--- config.mk ---
export PLATFORM = sky130hd
export DESIGN_NAME = fetch_ctrl_flat
export DESIGN_NICKNAME = d
export VERILOG_FILES = /design/src/rtl/fetch_ctrl_if.sv /design/src/rtl/fetch_ctrl.sv /design/src/flat_wrapper.sv
export SDC_FILE = /design/constraint.sdc
export NUM_CORES = 1
export LEC_CHECK = 0
export CORE_ASPECT_RATIO = 0.8
export CORE_MARGIN = 10
export CORE_UTILIZATION = 69
export CTS_CLUSTER_DIAMETER = 30
export DETAILED_ROUTE_END_ITERATION = 10
export DONT_BUFFER_PORTS = 1
export PLACE_DENSITY = 0.85
export SYNTH_ARGS = -nofsm -noshare
export SYNTH_HDL_FRONTEND = slang
export SYNTH_SLANG_ARGS = --single-unit
--- constraint.sdc ---
create_clock -name i_clk -period 13 [get_ports i_clk]
set_input_delay 0.65 -clock i_clk [delete_from_list [all_inputs] [get_ports i_clk]]
set_output_delay 0.65 -clock i_clk [all_outputs]
set_load 0.01 [all_outputs]
--- src/rtl/fetch_ctrl_if.sv ---
// Instruction-bus bundle between the fetch sequencer (master) and memory (slave).
interface fetch_ctrl_if #(
  parameter int unsigned PC_W    = 64,
  parameter int unsigned INSTR_W = 32
);
  logic               ibus_valid;
  logic [PC_W-1:0]    ibus_addr;
  logic               ibus_data_ok;
  logic [INSTR_W-1:0] ibus_data;

  modport master (
    output ibus_valid,
    output ibus_addr,
    input  ibus_data_ok,
    input  ibus_data
  );

  modport slave (
    input  ibus_valid,
    input  ibus_addr,
    output ibus_data_ok,
    output ibus_data
  );
endinterface

--- src/rtl/fetch_ctrl.sv ---
// Fetch-stage sequencer: owns the PC, keeps one instruction-bus request in
// flight, and hands fetched instructions to decode through a one-entry
// output register. Redirect takes priority over decode stall.
module fetch_ctrl #(
  parameter int unsigned     PC_W     = 64,
  parameter int unsigned     INSTR_W  = 32,
  parameter logic [PC_W-1:0] RESET_PC = 'h8000_0000
) (
  input  logic               i_clk,
  input  logic               i_reset,
  input  logic               i_redirect,
  input  logic [PC_W-1:0]    i_redirect_pc,
  input  logic               i_stall,
  fetch_ctrl_if.master       ibus,
  output logic               o_f_valid,
  output logic [PC_W-1:0]    o_f_pc,
  output logic [INSTR_W-1:0] o_f_instr,
  output logic [PC_W-1:0]    o_pc
);

  typedef enum logic [1:0] {
    S_FETCH,
    S_HOLD,
    S_DRAIN
  } state_t;

  state_t             r_state;
  logic [PC_W-1:0]    r_pc;
  logic [PC_W-1:0]    r_addr;
  logic               r_ibus_valid;
  logic               r_f_valid;
  logic [PC_W-1:0]    r_f_pc;
  logic [INSTR_W-1:0] r_f_instr;

  logic [PC_W-1:0]    w_pc_inc;

  // Sequential PC increment, wraps modulo 2^PC_W.
  always_comb begin
    w_pc_inc = r_pc + PC_W'(4);
  end

  // Fetch FSM with registered bus request and output register.
  // r_ibus_valid is low in FETCH only for the first cycle after reset; that
  // cycle launches the first request (at a redirect target if one is present).
  always_ff @(posedge i_clk or posedge i_reset) begin
    if (i_reset) begin
      r_state      <= S_FETCH;
      r_pc         <= RESET_PC;
      r_addr       <= RESET_PC;
      r_ibus_valid <= 1'b0;
      r_f_valid    <= 1'b0;
      r_f_pc       <= '0;
      r_f_instr    <= '0;
    end else begin
      case (r_state)
        S_FETCH: begin
          if (!r_ibus_valid) begin
            r_ibus_valid <= 1'b1;
            if (i_redirect) begin
              r_pc   <= i_redirect_pc;
              r_addr <= i_redirect_pc;
            end
          end else if (ibus.ibus_data_ok) begin
            if (i_redirect) begin
              r_pc   <= i_redirect_pc;
              r_addr <= i_redirect_pc;
            end else begin
              r_f_valid    <= 1'b1;
              r_f_pc       <= r_addr;
              r_f_instr    <= ibus.ibus_data;
              r_pc         <= w_pc_inc;
              r_ibus_valid <= 1'b0;
              r_state      <= S_HOLD;
            end
          end else if (i_redirect) begin
            r_pc    <= i_redirect_pc;
            r_state <= S_DRAIN;
          end
        end

        S_DRAIN: begin
          if (i_redirect) begin
            r_pc <= i_redirect_pc;
          end
          if (ibus.ibus_data_ok) begin
            r_addr  <= i_redirect ? i_redirect_pc : r_pc;
            r_state <= S_FETCH;
          end
        end

        S_HOLD: begin
          if (i_redirect) begin
            r_f_valid    <= 1'b0;
            r_pc         <= i_redirect_pc;
            r_addr       <= i_redirect_pc;
            r_ibus_valid <= 1'b1;
            r_state      <= S_FETCH;
          end else if (!i_stall) begin
            r_f_valid    <= 1'b0;
            r_addr       <= r_pc;
            r_ibus_valid <= 1'b1;
            r_state      <= S_FETCH;
          end
        end

        default: begin
          r_state <= S_FETCH;
        end
      endcase
    end
  end

  assign ibus.ibus_valid = r_ibus_valid;
  assign ibus.ibus_addr  = r_addr;
  assign o_f_valid       = r_f_valid;
  assign o_f_pc          = r_f_pc;
  assign o_f_instr       = r_f_instr;
  assign o_pc            = r_pc;

endmodule

--- src/flat_wrapper.sv ---
// flat-port wrapper written by rule: the top's interface ports become plain ports
module fetch_ctrl_flat 
#(
  parameter int unsigned     PC_W     = 64,
  parameter int unsigned     INSTR_W  = 32,
  parameter logic [PC_W-1:0] RESET_PC = 'h8000_0000
)
  (i_clk, i_reset, i_redirect, i_redirect_pc, i_stall, o_f_valid, o_f_pc, o_f_instr, o_pc, ibus_ibus_valid, ibus_ibus_addr, ibus_ibus_data_ok, ibus_ibus_data);
  fetch_ctrl_if #(.PC_W(PC_W), .INSTR_W(INSTR_W)) ibus_i ();
  input  logic i_clk;
  input  logic i_reset;
  input  logic i_redirect;
  input  logic [PC_W-1:0] i_redirect_pc;
  input  logic i_stall;
  output logic o_f_valid;
  output logic [PC_W-1:0] o_f_pc;
  output logic [INSTR_W-1:0] o_f_instr;
  output logic [PC_W-1:0] o_pc;
  output wire logic [$bits(ibus_i.ibus_valid)-1:0] ibus_ibus_valid;
  output wire logic [$bits(ibus_i.ibus_addr)-1:0] ibus_ibus_addr;
  input wire logic [$bits(ibus_i.ibus_data_ok)-1:0] ibus_ibus_data_ok;
  input wire logic [$bits(ibus_i.ibus_data)-1:0] ibus_ibus_data;
  assign ibus_ibus_valid = ibus_i.ibus_valid;
  assign ibus_ibus_addr = ibus_i.ibus_addr;
  assign ibus_i.ibus_data_ok = ibus_ibus_data_ok;
  assign ibus_i.ibus_data = ibus_ibus_data;
  fetch_ctrl #(.PC_W(PC_W), .INSTR_W(INSTR_W), .RESET_PC(RESET_PC)) u_core (.i_clk(i_clk), .i_reset(i_reset), .i_redirect(i_redirect), .i_redirect_pc(i_redirect_pc), .i_stall(i_stall), .ibus(ibus_i), .o_f_valid(o_f_valid), .o_f_pc(o_f_pc), .o_f_instr(o_f_instr), .o_pc(o_pc));
endmodule
## Word-level counts from Yosys, hierarchy flattened

Index checks and enable logic that the tools add are counted.

| storage, ports and cells | value |
|---|---|
| RAM bits | 0 |
| memories | 0 |
| bits in registers | 228 |
| memory bits (read-only) | 0 |
| logic and storage cells | 61 |
| output and inout port bits | 226 |
| latch bits | 0 |

| cells by class | value |
|---|---|
| bitwise operators | 1 |
| equal/unequal tests | 10 |
| add/sub/neg operators | 1 |
| muxes and demuxes | 32 |
| shift-type cells | 0 |
| reduce and logical (&&, ||, !) cells | 10 |
| order comparisons | 0 |
| divide/modulo/power cells | 0 |
| multiply operators | 0 |

Operators with widths:

| kind | number |
|---|---|
| 2-to-1 mux 64 bit | 10 |
| case mux 64 bit (3 select lines) | 1 |
| case mux 64 bit (2 select lines) | 1 |
| adder 64 x 3 -> 64 bit, second input constant | 1 |
| 2-to-1 mux 2 bit | 7 |
| != test 3 bit, second input constant | 4 |
| 2-to-1 mux 1 bit | 10 |
| AND reduction 5 bit | 2 |
| AND reduction 4 bit | 2 |
| != test 2 bit, second input constant | 3 |
| case mux 2 bit (3 select lines) | 1 |
| case mux 1 bit (2 select lines) | 2 |
| nonzero test 2 bit | 2 |
| nonzero test 3 bit | 1 |
| equality test 2 x 1 -> 1 bit, second input constant | 1 |
| equality test 2 bit, second input constant | 1 |
| logical NOT 2 bit | 1 |
| != test 2 x 1 -> 1 bit, second input constant | 1 |
| AND reduction 2 bit | 1 |
| OR reduction 2 bit | 1 |
| inverter 1 bit | 1 |

## Logic depth before layout (Yosys ltp)

| logic depth | value |
|---|---|
| depth in word-level cells | 5 |
| gate-level depth with buffers | 9 |
| mapped depth without buffers | 8 |

## Worst setup path before layout

No wires, ideal clock.

| timing path | value |
|---|---|
| kind | register to register |
| start | register u_core.r_state[0] |
| end | register u_core.r_pc[59], in the netlist u_core.o_pc[59] |
| slack | 10.450 ns |
| cell stages (with the launch flop) | 9 |
| data arrival time | 2.426 ns |
| required time | 12.876 ns |
| path buffers | 0 |
| cells stage by stage | dfrtp_1 inv_1 ha_1 nand3b_2 nor4_4 nand3_4 nor4_4 nor3b_1 a211o_1 |

| on the way | value |
|---|---|
| longest elaborated chain between the ends | 3 |
| elaborated cells between the ends (all ways) | 6 |
| those cells by class | eq/ne: 2; mux: 1; reduce/logical: 3 |

Ends and longest elaborated chain:

| element | RTL line | source |
|---|---|---|
| start: declaration | fetch_ctrl.sv:27 | `state_t r_state;` |
| start signal: assignment | fetch_ctrl.sv:47 | `r_state <= S_FETCH;` |
| start signal: assignment | fetch_ctrl.sv:73 | `r_state <= S_HOLD;` |
| start signal: assignment | fetch_ctrl.sv:77 | `r_state <= S_DRAIN;` |
| equality test 2 bit or equality test 2 x 1 -> 1 bit (tied branches) | fetch_ctrl.sv:55 | `case (r_state)` |
| OR reduction 2 bit (no source line) | -- |  |
| case mux 64 bit (2 select lines) or nonzero test 2 bit (tied branches) | -- |  |
| end signal: assignment | fetch_ctrl.sv:60 | `r_pc <= i_redirect_pc;` |
| end signal: assignment | fetch_ctrl.sv:65 | `r_pc <= i_redirect_pc;` |
| end signal: assignment | fetch_ctrl.sv:71 | `r_pc <= w_pc_inc;` |
| end: declaration | fetch_ctrl.sv:28 | `logic [PC_W-1:0] r_pc;` |

Parallel ways exist; a longest one is shown, timed or not.
A chain may end at the register's enable or synchronous reset.

## Final worst setup path

| timing path | value |
|---|---|
| start | register u_core.r_state[0] |
| end | register u_core.r_pc[54], in the netlist u_core.o_pc[54] |

Same word-level chain as after synthesis.

==> impl_results.md <==
* Hold Crit Class: input pin to asynchronous set/reset pin
* Reg2reg start: u_core.r_state[0]
* Initial Util at 70.1%
* Post-route ant nets at 0
* Synth cell types at 68
* Die H at 133 um
* R2r worst-path depth at 8
* Register area at 5710 sq um
* Via count at 8879
* First-pass GRT wire length at 51.6 mm
* Initial antenna violation count at 0
* Clock power frac at 31.7%
* Final core utilization at 79.2%
* Max Cap Viol at 0
* Syn Area/Cell at 10.3 sq um
* Max frequency at 280 MHz
* Gpl congestion at 0.902
* Worst skew pair latency at 0.50 ns
* EDFF count, synth at 0
* Final hold vios at 0
* Commonest non-fill, non-tap cells in the layout: dfrtp_1, nor2_1, a21oi_1, mux2_2, nand2_1
* Longest Clk Path Bufs at 3
* Die Wd at 161 um
* Final setup fails at 0
* Top_reg_cell synth: dfrtp_1
* Startpoint Class: flip-flop
* ANT cells at 0
* Largest net degree at the start of global routing at 114
* Final min period at 3.57 ns
* Setup Total Neg Slack at 0 ns
* Max-slew headroom at 18.8%
* Detailed Route WL at 32.8 mm
* Most common cell after layout, fill and taps aside: dfrtp_1
* VDD IR max at 0.187 mV
* Hpwl dp at 22.1 mm
* DR WL/cell at 25.3 um
* RSZ-0062 raised after global routing: false
* Cts repair resizes at 0
* Kind of critical path: flip-flop to flip-flop
* Total CTS buffers at 37
* Worst EP arrival at 3.95 ns
* Syn Nets at 1181
* Multi-input gate area at 5010 sq um
* Pwr per Cell Area at 265 nW/um^2
* #FFs+latches synth at 228
* Fraction of layout cells with a size suffix above 1 at 17.7%
* Yosys Warn Count at 0
* Clk sink count at 228
* Hold_buf cts at 0
* Fin. max-slew vios at 0
* RR Endpoint: u_core.o_pc[54]
* # rows at 41
* Vias in the first global route at 8947
* DR pass1 iterations at 5
* Worst setup EP type: flip-flop
* Post-synth ARST share at 100%
* Core Area at 15700 sq um
* Sequential share of power at 45.6%
* Worst-margin pin slew at 1.22 ns
* Nets at 1158
* Sw power at 1.25 mW
* Die area at 21500 sq um
* GRT overflow at 0
* Mapped cell area at 11000 sq um
* Leading area contributor after synthesis: dfrtp_1
* Required time of the critical path at 13.37 ns
* Setup Fix Bufs, Post-CTS at 0
* Area contributors post-synth: dfrtp_1, mux2_2, mux2i_1
* Pint at 2.05 mW
* Combinational power share at 22.7%
* Top Ports at 327
* Syn Inst Count at 1075
* Vias per inst at 6.85
* Tcrit/Tclk final at 27.5%
* Post-synth top area share at 51.3%
* Sw Ratio at 37.8%
* P_leak at 5.37 nW
* Layout fillers at 991
* CP max FO at 14
* Share of the yosys chip area belonging to registers at 51.7%
* Number of remaining DRC errors at 0
* FF-to-FF setup slack at 9.43 ns
* Status: finished, final reports clean
* Htree depth at 2
* Setup Skew at 0.0114 ns
* Root buffer cell: clkbuf_16
* CTS clk-pin slew, worst paths at 0.06 ns
* GRT Overall Usage at 29.3%
* CTS tree: yes
* Initial DRC Count at 885
* Port bufs at 0
* Synthesis-to-finish area growth at 13.0%
==> stage by stage <==
stage / power [mW] / instance area [sq um] / instances / worst slack [ns] / hold WS [ns]
finish: 3.30 / 12500 / 1296 / 9.43 / 0.143
global route: 3.47 / 12500 / 1296 / 9.25 / 0.189
CTS: 3.31 / 12500 / 1296 / 9.48 / 0.184
detailed placement: 2.24 / 11100 / 1228 / 9.48 / 0.541
global placement: 2.18 / 11100 / 1228 / 9.72 / 0.528
floorplan: 1.99 / 11000 / 1075 / 6.11 / 0.511
==> registers in the layout (all words and copies together) (netlist names) <==
signal	flops
u_core.ibus.ibus_addr	64
u_core.o_pc	64
u_core.ibus.ibus_valid	1
u_core.o_f_valid	1
u_core.o_f_pc	64
u_core.r_state	2
u_core.o_f_instr	32
==> critical path, stage by stage (launching register included) <==
cell      delay (ns)
dfrtp_1         0.48
inv_1           0.12
ha_1            0.39
nand4b_2        0.31
nor4_4          0.81
nand3_2         0.37
nor3_4          0.44
nand3_1         0.16
mux2_1          0.36
==> power by group through the flow <==
stage / Combinational [mW] / Clock [mW] / Sequential, mW
2_1_floorplan: 0.623 / 0 / 1.37
3_3_place_gp: 0.685 / 0 / 1.49
3_5_place_dp: 0.730 / 0 / 1.51
4_1_cts: 0.750 / 1.05 / 1.51
5_1_grt: 0.832 / 1.09 / 1.55
6_report: 0.749 / 1.05 / 1.50
==> Yosys cell counts, types with 5 or more instances <==
cell      number
a21oi_1      119
a22oi_1       17
a31oi_1        8
and2_1         5
and3_1         9
buf_1          9
buf_2          6
clkbuf_1      54
dfrtp_1      226
ha_1           5
inv_1         16
mux2_2        96
mux2i_1       60
nand2_1       69
nand3_1       30
nand4_1       28
nor2_1       133
nor2b_1        6
nor3_1        28
nor4_1         9
o211ai_1       7
o21ai_0       46
o22a_1         5
o22ai_1        9
==> kinds of logic (layout without fill, tap and decap cells) <==
| kind of cell | count (synthesis) | after routing | synth area share (%) |
|---|---|---|---|
| compound gates | 247 | 247 | 13.3 |
| buf+inv | 88 | 94 | 3.10 |
| fa+ha+maj | 5 | 5 | 0.567 |
| mux | 157 | 157 | 15.3 |
| simple gates | 350 | 350 | 16.0 |
| flops | 228 | 228 | 51.7 |
==> layer usage <==
metal	track usage, %	routed length (um)	part of all wire (%)	up-vias
met4	6.66	546	1.7	0
li1	-	-	-	3877
met2	49.8	16300	50	560
met1	35.0	11600	35	4376
met5	0	0	0	-
met3	10.7	4380	13	66
==> layout make-up <==
type / instances / share of cell area, %
Sequential cell: 228 / 45.8
Timing Repair Buffer: 8 / 0.482
Multi-Input combinational cell: 759 / 40.2
Inverter: 18 / 0.602
Tap cell: 215 / 2.16
Clock inverter: 21 / 2.48
Clock buffer: 47 / 8.31
==> worst max path at each step <==
| stage | endpoint | from | depth (start not counted) | slack, ns |
|---|---|---|---|---|
| 6_report | u_core.o_pc[54] | u_core.r_state[0] | 8 | 9.43 |
| 5_1_grt | u_core.o_pc[54] | u_core.r_state[0] | 8 | 9.25 |
| 4_1_cts | u_core.o_pc[54] | u_core.r_state[0] | 8 | 9.48 |
| 3_5_place_dp | u_core.o_pc[54] | u_core.r_state[0] | 8 | 9.48 |
| 3_3_place_gp | u_core.o_pc[54] | u_core.r_state[0] | 8 | 9.72 |
| 2_1_floorplan | u_core.ibus.ibus_addr[0] | i_reset | 1 | 6.11 |
No activity file was read; power rests on OpenSTA's default activity.
